File: config.mk
export PLATFORM = sky130hd
export DESIGN_NAME = fetch_queue
export DESIGN_NICKNAME = d
export VERILOG_FILES = /design/src/rtl/mips_pkg.sv /design/src/rtl/fetch_fifo.sv /design/src/rtl/fetch_queue.sv
export SDC_FILE = /design/constraint.sdc
export NUM_CORES = 1
export LEC_CHECK = 0
export BUFFER_PORTS_ARGS = -buffer_cell sky130_fd_sc_hd__buf_2
export CAP_MARGIN = 20
export CORE_MARGIN = 3
export CORE_UTILIZATION = 35
export CTS_CLUSTER_DIAMETER = 60
export DETAILED_ROUTE_END_ITERATION = 12
export SETUP_SLACK_MARGIN = 0.02
export SLEW_MARGIN = 0
export SYNTH_ARGS = -nofsm -noshare
export SYNTH_HDL_FRONTEND = slang
export SYNTH_HIERARCHICAL = 1
export SYNTH_SLANG_ARGS = --single-unit
File: constraint.sdc
create_clock -name clock -period 8.3 [get_ports clock]
set_input_delay 0.415 -clock clock [delete_from_list [all_inputs] [get_ports clock]]
set_output_delay 0.415 -clock clock [all_outputs]
set_load 0.01 [all_outputs]
File: src/rtl/mips_pkg.sv
// Shared definitions for the MIPS front end.
//   INSTR_W      instruction / PC width
//   PC_INC       sequential fetch stride in bytes
//   RESET_PC_DEF default first fetch address
//   fq_state_t   fetch queue FSM encoding
//   fq_entry_t   one queued fetch: {pc, instr}
package mips_pkg;
    localparam int          INSTR_W      = 32;
    localparam logic [31:0] PC_INC       = 32'd4;
    localparam logic [31:0] RESET_PC_DEF = 32'h0000_0000;

    typedef enum logic {
        FQ_RUN   = 1'b0,
        FQ_DRAIN = 1'b1
    } fq_state_t;

    typedef struct packed {
        logic [INSTR_W-1:0] pc;
        logic [INSTR_W-1:0] instr;
    } fq_entry_t;
endpackage

File: src/rtl/fetch_fifo.sv
// Small FIFO holding fetched {pc, instr} entries.
//   clock, reset   rising-edge clock, async active-low reset
//   flush          clears pointers/count; wins over same-cycle push and pop
//   push, wdata    write an entry (caller never pushes when full)
//   pop            consume the head (ignored when empty)
//   rdata          head entry, combinational read of registered storage
//   count          entries held
module fetch_fifo
    import mips_pkg::*;
#(
    parameter int DEPTH = 4,
    parameter int W     = 2 * INSTR_W,
    parameter int CW    = $clog2(DEPTH) + 1
) (
    input  logic          clock,
    input  logic          reset,
    input  logic          flush,
    input  logic          push,
    input  logic [W-1:0]  wdata,
    input  logic          pop,
    output logic [W-1:0]  rdata,
    output logic [CW-1:0] count
);
    localparam int AW = $clog2(DEPTH);

    logic [W-1:0]  mem [DEPTH];
    logic [AW-1:0] rd_ptr;
    logic [AW-1:0] wr_ptr;
    logic          push_ok;
    logic          pop_ok;

    assign push_ok = push & ~flush;
    assign pop_ok  = pop & (count != '0) & ~flush;
    assign rdata   = mem[rd_ptr];

    // Storage needs no reset: the head is only observed while count != 0.
    always_ff @(posedge clock) begin
        if (push_ok) mem[wr_ptr] <= wdata;
    end

    // Pointers are AW bits wide, so they wrap modulo DEPTH on their own.
    always_ff @(posedge clock or negedge reset) begin
        if (!reset) begin
            rd_ptr <= '0;
            wr_ptr <= '0;
            count  <= '0;
        end else if (flush) begin
            rd_ptr <= '0;
            wr_ptr <= '0;
            count  <= '0;
        end else begin
            if (push_ok) wr_ptr <= wr_ptr + AW'(1);
            if (pop_ok)  rd_ptr <= rd_ptr + AW'(1);
            case ({push_ok, pop_ok})
                2'b10:   count <= count + CW'(1);
                2'b01:   count <= count - CW'(1);
                default: count <= count;
            endcase
        end
    end
endmodule

File: src/rtl/fetch_queue.sv
// Instruction fetch stage: sequential PC generation, imem req/ack, fetch FIFO,
// valid/ready to decode, redirect flush.
//   clock, reset             rising-edge clock, async active-low reset
//   imem_req/addr/ack/rdata  instruction memory handshake
//   inst_valid/data/pc/ready decode interface (head of queue)
//   redirect, redirect_pc    flush and restart fetch at redirect_pc & ~3
//   q_count                  entries held
module fetch_queue
    import mips_pkg::*;
#(
    parameter int          DEPTH    = 4,
    parameter logic [31:0] RESET_PC = RESET_PC_DEF
) (
    input  logic                     clock,
    input  logic                     reset,
    output logic                     imem_req,
    output logic [31:0]              imem_addr,
    input  logic                     imem_ack,
    input  logic [31:0]              imem_rdata,
    output logic                     inst_valid,
    output logic [31:0]              inst_data,
    output logic [31:0]              inst_pc,
    input  logic                     inst_ready,
    input  logic                     redirect,
    input  logic [31:0]              redirect_pc,
    output logic [$clog2(DEPTH):0]   q_count
);
    localparam int CW = $clog2(DEPTH) + 1;

    fq_state_t   state;
    fq_state_t   state_nxt;
    logic [31:0] fetch_pc;
    logic [31:0] drain_addr;
    logic        run_en;
    logic        full;
    logic        fetched;
    logic        push;
    logic        pop;
    fq_entry_t   wr_entry;
    fq_entry_t   head;
    logic        unused_pc_lo;

    assign unused_pc_lo = ^redirect_pc[1:0];

    assign full    = (q_count == CW'(DEPTH));
    assign fetched = (state == FQ_RUN) & imem_req & imem_ack;
    assign push    = fetched & ~redirect;
    assign pop     = inst_valid & inst_ready;

    assign wr_entry.pc    = fetch_pc;
    assign wr_entry.instr = imem_rdata;

    fetch_fifo #(.DEPTH(DEPTH)) u_fifo (
        .clock (clock),
        .reset (reset),
        .flush (redirect),
        .push  (push),
        .wdata (wr_entry),
        .pop   (pop),
        .rdata (head),
        .count (q_count)
    );

    assign inst_valid = (q_count != '0);
    assign inst_data  = inst_valid ? head.instr : '0;
    assign inst_pc    = inst_valid ? head.pc    : '0;

    // DRAIN re-presents the address that was outstanding when the redirect
    // hit, so the memory sees a stable request until it acks; the word is dropped.
    always_comb begin
        state_nxt = state;
        imem_req  = 1'b0;
        imem_addr = fetch_pc;
        case (state)
            FQ_RUN: begin
                imem_req = run_en & ~full;
            end
            FQ_DRAIN: begin
                imem_req  = 1'b1;
                imem_addr = drain_addr;
                if (imem_ack) state_nxt = FQ_RUN;
            end
            default: state_nxt = FQ_RUN;
        endcase
        if (redirect) state_nxt = (imem_req && !imem_ack) ? FQ_DRAIN : FQ_RUN;
    end

    always_ff @(posedge clock or negedge reset) begin
        if (!reset) state <= FQ_RUN;
        else        state <= state_nxt;
    end

    // run_en holds req low for the first cycle after reset release.
    always_ff @(posedge clock or negedge reset) begin
        if (!reset) begin
            run_en     <= 1'b0;
            fetch_pc   <= RESET_PC;
            drain_addr <= RESET_PC;
        end else begin
            run_en <= 1'b1;
            if (redirect) fetch_pc <= {redirect_pc[31:2], 2'b00};
            else if (fetched) fetch_pc <= fetch_pc + PC_INC;
            if (redirect && state == FQ_RUN && imem_req && !imem_ack)
                drain_addr <= fetch_pc;
        end
    end
endmodule

* Yosys cells after proc, flatten, opt, wreduce, memory -nomap -nowiden
Memories as Yosys holds them, arrays and structs flattened.
Index checks and enable logic that the tools add are counted.
Widths: inputs -> output; s select.
** Operators by class
- Reduce and logical (&&, ||, !) cells :: 10
- Equality and inequality tests :: 3
- Add/subtract/negate cells :: 5
- Order comparisons :: 0
- Multiplexer cells :: 18
- Divide/modulo/power cells :: 0
- Bitwise gates (word level) :: 11
- Multiply operators :: 0
- Shift operators :: 0
** Operators by type and width (number)
- $mux 32 :: 5
- $add 32x3->32 const B :: 1
- $and 1x1->1 :: 8
- $mux 2 :: 4
- $mux 1 :: 6
- $pmux 3 s2 :: 1
- $reduce_bool 2->1 :: 3
- $reduce_bool 3->1 :: 2
- $add 2x1->2 const B :: 2
- $logic_and 1x1->1 :: 4
- $add 3x1->3 const B :: 1
- $eq 3x3->1 const B :: 1
- $mux 3 :: 1
- $not 1->1 :: 3
- $sub 3x1->3 const B :: 1
- $eq 2x1->1 const B :: 1
- $eq 2x2->1 const B :: 1
- $pmux 1 s2 :: 1
- $logic_not 1->1 :: 1
** Storage, ports and cells
- Latch bits :: 0
- Input bits :: 69
- Register bits :: 73
- Bits in read-only memories :: 0
- RAM bits :: 256
- Logic and storage cells :: 55
- Memories kept :: 1
- Output and inout bits :: 101
** Memories
- u_fifo.mem :: depth 4, width 64, rd ports 1, clocked after Yosys merged registers in 0, write ports 1, line fetch_fifo.sv:26 : logic [W-1:0] mem [DEPTH];

* Longest topological paths before layout
Gate-level depths: netlist of run 1.
- Word-level depth :: 11
- Depth in mapped cells :: 11
- Mapped depth without buffers :: 9

* Cells and area by module
Netlist of run 1, hierarchy kept.
** Modules (own cells, without submodules)
- fetch_fifo :: cells each 390, area each 9704.3 um^2, seq. area each 7862.5 um^2, instances 1
- fetch_queue :: cells each 410, area each 3905.0 um^2, seq. area each 1551.5 um^2, instances 1

* Least setup slack after synthesis of run 1
OpenSTA, ideal clock, no wires.
- Path type :: input -> register
- Start :: input redirect
- End :: memory u_fifo/mem[0][0] (netlist bit), enable pin
- Slack :: 4570 ps
- Required time :: 7871 ps
- Stages :: 7
- Buffers on the path :: 4
- Library setup time :: 429 ps
- Data arrival time :: 3301 ps
- Cells stage by stage :: clkbuf_1 > clkbuf_1 > buf_1 > nor3_1 > buf_2 > nor2b_1 > and2_1
** On the way
- Cells in the longest elaborated chain, start to end :: 5
** Ends and longest elaborated chain
- start, declared :: line fetch_queue.sv:24 : input logic redirect,
- $not 1->1 :: line fetch_queue.sv:47 : assign push = fetched & ~redirect;
- $and 1x1->1 :: line fetch_queue.sv:47
- via push :: line fetch_queue.sv:37 : logic push;
- $and 1x1->1 :: line fetch_fifo.sv:32 : assign push_ok = push & ~flush;
- $mux 1 :: line fetch_fifo.sv:38 : if (push_ok) mem[wr_ptr] <= wdata;
- $mux 1 (implied by the code) :: line fetch_fifo.sv:38
- end, declared :: line fetch_fifo.sv:26
The timed path passes the listed nets, and every way through them passes these cells.

==> metrics.csv, run 1 <==
metric,value,unit
outcome,completed,
crit path kind,reg -> out,
Placed Area,15000,µm²
first-pass GRT wire length,48.8,mm
YS warnings,6,
"top cells by area, synth","edfxtp_1, dfrtp_1, mux4_2",
R2R setup slack,5230,ps
nets,1049,
Max-slew headroom,34.9,%
DP Worst Slack,5130,ps
global-route total usage across every layer,15.3,%
"most common cell after layout, fill and taps aside",edfxtp_1,
Vias per Instance,5.10,
R2R cell count,6,
largest net degree at the start of global routing,70,
drt wl/cell,20.8,µm
period utilization,42.2,%
RSZ-0062 raised after global routing,no,
Final min period,3500,ps
CTS buffer count,38,
multiplexer share of the synthesized area,15.5,%
setup TNS,0,ps
Die ar.,41300,µm²
max cap viols,0,
power per cell area,234,nW/µm²
Final Cell Area,16300,µm²
"Clk Latency, worst-skew pair",520,ps
clk_skew,16.7,ps
Post-Synthesis Cells,800,
ys flop type,edfxtp_1,
H-tree depth,2,
Post-Synth Adder-Cell Area,0.607,%
gp weighted congestion,0.714,
Initial DRC Count,436,
compound-cell area share of the yosys netlist,3.33,%
Max Freq,286,MHz
critical path endpoint category,output pin,
Finish-stage setup viols,0,
Worst Path Arrival,3090,ps
Port Buffer Count,165,
First-pass DRT Iterations,5,
postcts setup bufs,0,
Syn Area/Cell,17.0,µm²
Initial Util,35.8,%
antenna cell count,0,
maximum VDD drop,0.108,mV
RR Startpoint,u_fifo/count[0]$_DFFE_PN0P_,
Multi-input gate area,3970,µm²
Die Width,203,µm
largest family of logic cells by synthesized area,multiplexers,
root buffer cell,clkbuf_16,
cts-stage hold buffer count,0,
number of antenna violations at the first check in global routing,0,
Seq cells post-synth,325,
Synth Area in Simple Gates,8.58,%
Routed Antenna Nets,0,
Bufs on Longest Clock Path,3,
final hold vios,0,
min-delay worst type,in -> async,
Yosys top cell area share,56.5,%
register area,9420,µm²
fin worst setup slack,4800,ps
worst-path fanout max,41,
WHS,35.2,ps
grt total ovfl,0,
PostCTS Resize Cnt,0,
Tightest Pin Transition,976,ps
top cell type by total area after synthesis,edfxtp_1,
CP Launch Type,flop,
register area share after synthesis,69.2,%
layout cells sized above 1,36.5,%
clock-pin transition on the worst setup and hold timing paths,60,ps
DP HPWL,18.7,mm
clock sink count,325,
Core Area,38000,µm²
Area growth syn-to-layout,19.5,%
Reg2Reg Capture Point,u_fifo/mem[3][33]$_DFFE_PP_,
most frequent cells in the layout,"edfxtp_1, buf_2, and2_1, dfrtp_1, mux4_2",
mapped cell area,13600,µm²
TritonCTS clock tree,yes,
final wirelength,31.5,mm
Placement Rows,71,
Leak,5.74,nW
number of flops mapped to enable cells by yosys,256,
number of global-route vias before repair,8207,
asr flop ratio synth,21.2,%
vias,7723,
Die Y,203,µm
FILL cells,3515,
Worst Path Required,7890,ps
residual DRC count,0,
IO Pins,170,
xor and xnor fraction of the mapped netlist area,0.772,%
Yosys cell types,57,
Final Max Tran Viols,0,
[synthesized netlist by cell type (3+ instances only)]
| cell type | n |
|---|---|
| edfxtp_1 | 256 |
| and2_1 | 71 |
| dfrtp_1 | 69 |
| mux4_2 | 64 |
| mux2_2 | 57 |
| nor2_1 | 29 |
| clkbuf_1 | 26 |
| nand2_1 | 24 |
| or4_1 | 20 |
| o21ai_0 | 19 |
| a31oi_1 | 18 |
| nand3_1 | 17 |
| o31ai_1 | 14 |
| buf_2 | 12 |
| nand4_1 | 11 |
| buf_1 | 8 |
| xnor2_1 | 8 |
| inv_1 | 6 |
| buf_4 | 5 |
| ha_1 | 5 |
| nor4_1 | 4 |
| xor2_1 | 4 |
| a221oi_1 | 3 |
| and3_1 | 3 |
| mux2i_1 | 3 |
| nor2b_1 | 3 |
[flip-flops by register name, indices dropped and copies added (netlist names)]
signal	flops
u_fifo/count	3
drain_addr	30
u_fifo/mem	256
u_fifo/rd_ptr	2
u_fifo/wr_ptr	2
run_en	1
fetch_pc	30
state	1
[stage by stage]
stage | util (%) | instances | power [mW]
2_1_floorplan | - | 809 | 2.05
3_3_place_gp | 39.4 | 1445 | 2.17
3_5_place_dp | 39.4 | 1445 | 2.17
4_1_cts | 42.8 | 1515 | 3.88
5_1_grt | 42.8 | 1515 | 3.97
6_report | 42.8 | 1515 | 3.81
[worst max-delay path: stages, from the launching register on]
cell     delay [ps]
dfrtp_4         780
buf_4           810
mux4_2          590
and2_1          210
buf_2           160
[worst max-delay path by stage]
stage	from	to	slack, ps	depth (start not counted)
finish	u_fifo/rd_ptr[0]$_DFFE_PN0P_	inst_pc[22]	4800	4
global route	u_fifo/rd_ptr[0]$_DFFE_PN0P_	inst_pc[22]	4530	4
CTS	u_fifo/rd_ptr[0]$_DFFE_PN0P_	inst_pc[22]	4650	4
detailed placement	redirect	u_fifo/mem[3][26]$_DFFE_PP_	5130	7
global placement	redirect	u_fifo/mem[1][24]$_DFFE_PP_	5190	7
floorplan	redirect	u_fifo/mem[0][0]$_DFFE_PP_	4570	7
[cell type report]
cell class | count | area share, %
sequential | 325 | 57.9
multi-input combinational | 424 | 24.4
clock buffer | 48 | 6.53
timing repair buffer | 177 | 5.65
tap | 511 | 3.93
clock inverter | 22 | 1.33
inverter | 8 | 0.185
[per-layer routing]
| layer | up-vias | GRT usage, % | routed length, µm |
|---|---|---|---|
| li1 | 3489 | - | - |
| met1 | 3951 | 21.1 | 14000 |
| met2 | 241 | 25.2 | 15100 |
| met3 | 42 | 3.06 | 1810 |
| met4 | 0 | 3.69 | 574 |
| met5 | - | 0 | 0 |
[power breakdown]
part	internal (mW)	switching [mW]	total (mW)
Clock	1.03	0.640	1.67
Combinational	0.118	0.133	0.251
Sequential	1.82	0.0593	1.88
Total	2.98	0.832	3.81
[logic make-up (layout without fill, tap and decap cells)]
kind of cell | Yosys count | count (layout)
AOI/OAI and AO/OA | 69 | 69
muxes | 124 | 124
xor gates and xnor gates | 12 | 12
DFF | 325 | 325
buffers and inverters | 60 | 255
and+or+nand+nor | 202 | 202
other | 2 | 11
adders and majority gates | 6 | 6
(Power assumes the default switching activity.)
==> inputs of run 2 (changes only) <==
==> constraint.sdc (replaced) <==
create_clock -name clock -period 3.5 [get_ports clock]
set_input_delay 0.175 -clock clock [delete_from_list [all_inputs] [get_ports clock]]
set_output_delay 0.175 -clock clock [all_outputs]
set_load 0.01 [all_outputs]
==> run 2 against run 1 <==
Clock power increased by 120%. Count of clock-buffer cells in the layout is 3 higher. Final area increased by 4.3%. Non-clock buffer count increased by 74. Cell count increased by 4.7%.
==> metrics.csv, run 2 (synthesized netlist as in run 1, its figures left out) <==
metric,value,unit
combinational share of power,7.5,%
clock-pin transition on the worst setup and hold timing paths,60,ps
DP HPWL,19.3,mm
worst-path cell chain,"nor3b_1, nor3_1, nor2b_1, and2_4, buf_4",
Top reg by flops,u_fifo/mem,
Worst Path Arrival,2890,ps
outcome,completed,
Max Freq,374,MHz
Tightest Pin Transition,944,ps
Placed Area,15200,µm²
max incr delay on CP,550,ps
IO Pins,170,
Final Cell Area,17000,µm²
Sw Share,22.2,%
antenna cell count,0,
Core Area,38000,µm²
Regs by FF count,"u_fifo/mem x256, drain_addr x30, fetch_pc x30",
Bufs on Longest Clock Path,3,
"Clk Latency, worst-skew pair",510,ps
First-pass DRT Iterations,4,
switching pwr,1.95,mW
max cap viols,0,
period utilization,76.4,%
P_int,6.86,mW
Max-slew headroom,37.1,%
fin worst setup slack,824,ps
worst-path fanout max,29,
met2 usage,24.8,%
critical path endpoint category,flop,
layout cells sized above 1,34.3,%
nets,1122,
GR peak layer,met2,
Die Width,203,µm
CP Launch Type,flop,
postcts setup bufs,0,
final hold vios,0,
WHS,106,ps
Clock power frac,41.8,%
Die ar.,41300,µm²
first-pass GRT wire length,49.3,mm
min-delay worst type,in -> reg,
residual DRC count,0,
PostCTS Resize Cnt,0,
maximum VDD drop,0.271,mV
Finish-stage setup viols,0,
FILL cells,3424,
global-route met3 utilization,2.84,%
Seq pwr share,50.7,%
fin cells,1586,
GR Util met1,21.8,%
Port Buffer Count,165,
Final Max Tran Viols,0,
root buffer cell,clkbuf_16,
global-route total usage across every layer,15.4,%
"most common cell after layout, fill and taps aside",edfxtp_1,
crit path kind,reg -> reg,
RSZ-0062 raised after global routing,no,
number of antenna violations at the first check in global routing,0,
setup TNS,0,ps
Leak,6.02,nW
CTS buffer count,37,
grt total ovfl,0,
most frequent cells in the layout,"edfxtp_1, buf_2, and2_1, dfrtp_1",
DP Cell Count,1455,
drt wl/cell,20.0,µm
Routed Antenna Nets,0,
clk_skew,15.0,ps
gp weighted congestion,0.755,
final wirelength,31.7,mm
TritonCTS clock tree,yes,
Largest register FFs,256,
Initial DRC Count,431,
number of global-route vias before repair,8206,
power per cell area,520,nW/µm²
Initial Util,35.8,%
Crit-path slowest cell,and2_4,
Final min period,2680,ps
vias,7976,
Area growth syn-to-layout,24.6,%
Placement Rows,71,
clock sink count,325,
Worst Path Required,3710,ps
Die Y,203,µm
DP Worst Slack,792,ps
largest net degree at the start of global routing,70,
H-tree depth,2,
Vias per Instance,5.03,
==> run 2: per-stage QoR <==
stage / util [%] / power (mW)
after floorplan: - / 4.86
after global placement: 39.9 / 5.15
after detailed placement: 39.9 / 5.17
after CTS: 44.6 / 8.94
after global routing: 44.6 / 9.18
final: 44.6 / 8.81
==> run 2: critical path: cells and delay by family, from the launching register on <==
family	cells	cell delay, ps
DFF	1	490
buffers and inverters	1	280
and+or+nand+nor	4	1580
==> run 2: worst paths after layout <==
path                                             start                            to  slack, ps  cells past startpoint
min in group asynchronous                        reset    drain_addr[25]$_DFFE_PN0P_        320                      2
max                        u_fifo/count[2]$_DFFE_PN0P_   u_fifo/mem[3][15]$_DFFE_PP_        820                      5
max reg2reg                u_fifo/count[2]$_DFFE_PN0P_   u_fifo/mem[3][15]$_DFFE_PP_        820                      5
max in group asynchronous                        reset  u_fifo/rd_ptr[1]$_DFFE_PN0P_       2430                      2
min                                           redirect  u_fifo/wr_ptr[1]$_DFFE_PN0P_        110                      4
min reg2reg                 drain_addr[23]$_DFFE_PN0P_    drain_addr[23]$_DFFE_PN0P_        500                      1
==> run 2: per-layer routing <==
metal | up-vias | share of wire (%) | routed length [µm]
met5 | - | 0 | 0
met4 | 0 | 2.1 | 679
met3 | 47 | 6.1 | 1920
met2 | 257 | 48 | 15100
met1 | 4041 | 44 | 14000
li1 | 3631 | - | -
==> run 2: area by class of cell <==
| class | instances | area, µm² | share of cell area [%] |
|---|---|---|---|
| Clock buffer | 51 | 1020 | 6.02 |
| Clock inverter | 16 | 140 | 0.826 |
| Inverter | 8 | 30.0 | 0.177 |
| Multi-Input combinational cell | 424 | 3970 | 23.4 |
| Sequential cell | 325 | 9420 | 55.6 |
| Tap cell | 511 | 639 | 3.77 |
| Timing Repair Buffer | 251 | 1730 | 10.2 |
==> run 2: power by group through the flow <==
stage	sequential [mW]	combinational (mW)	clock, mW
4_1_cts	4.47	0.676	3.79
2_1_floorplan	4.49	0.375	0
5_1_grt	4.49	0.732	3.96
6_report	4.47	0.662	3.68
3_3_place_gp	4.54	0.609	0
3_5_place_dp	4.55	0.618	0
==> run 2: what timing repair did <==
item	4_1_cts	5_1_grt
endpoints found under the setup margin	0	0
hold buffers	64	0
hold endpoints to repair	228	0
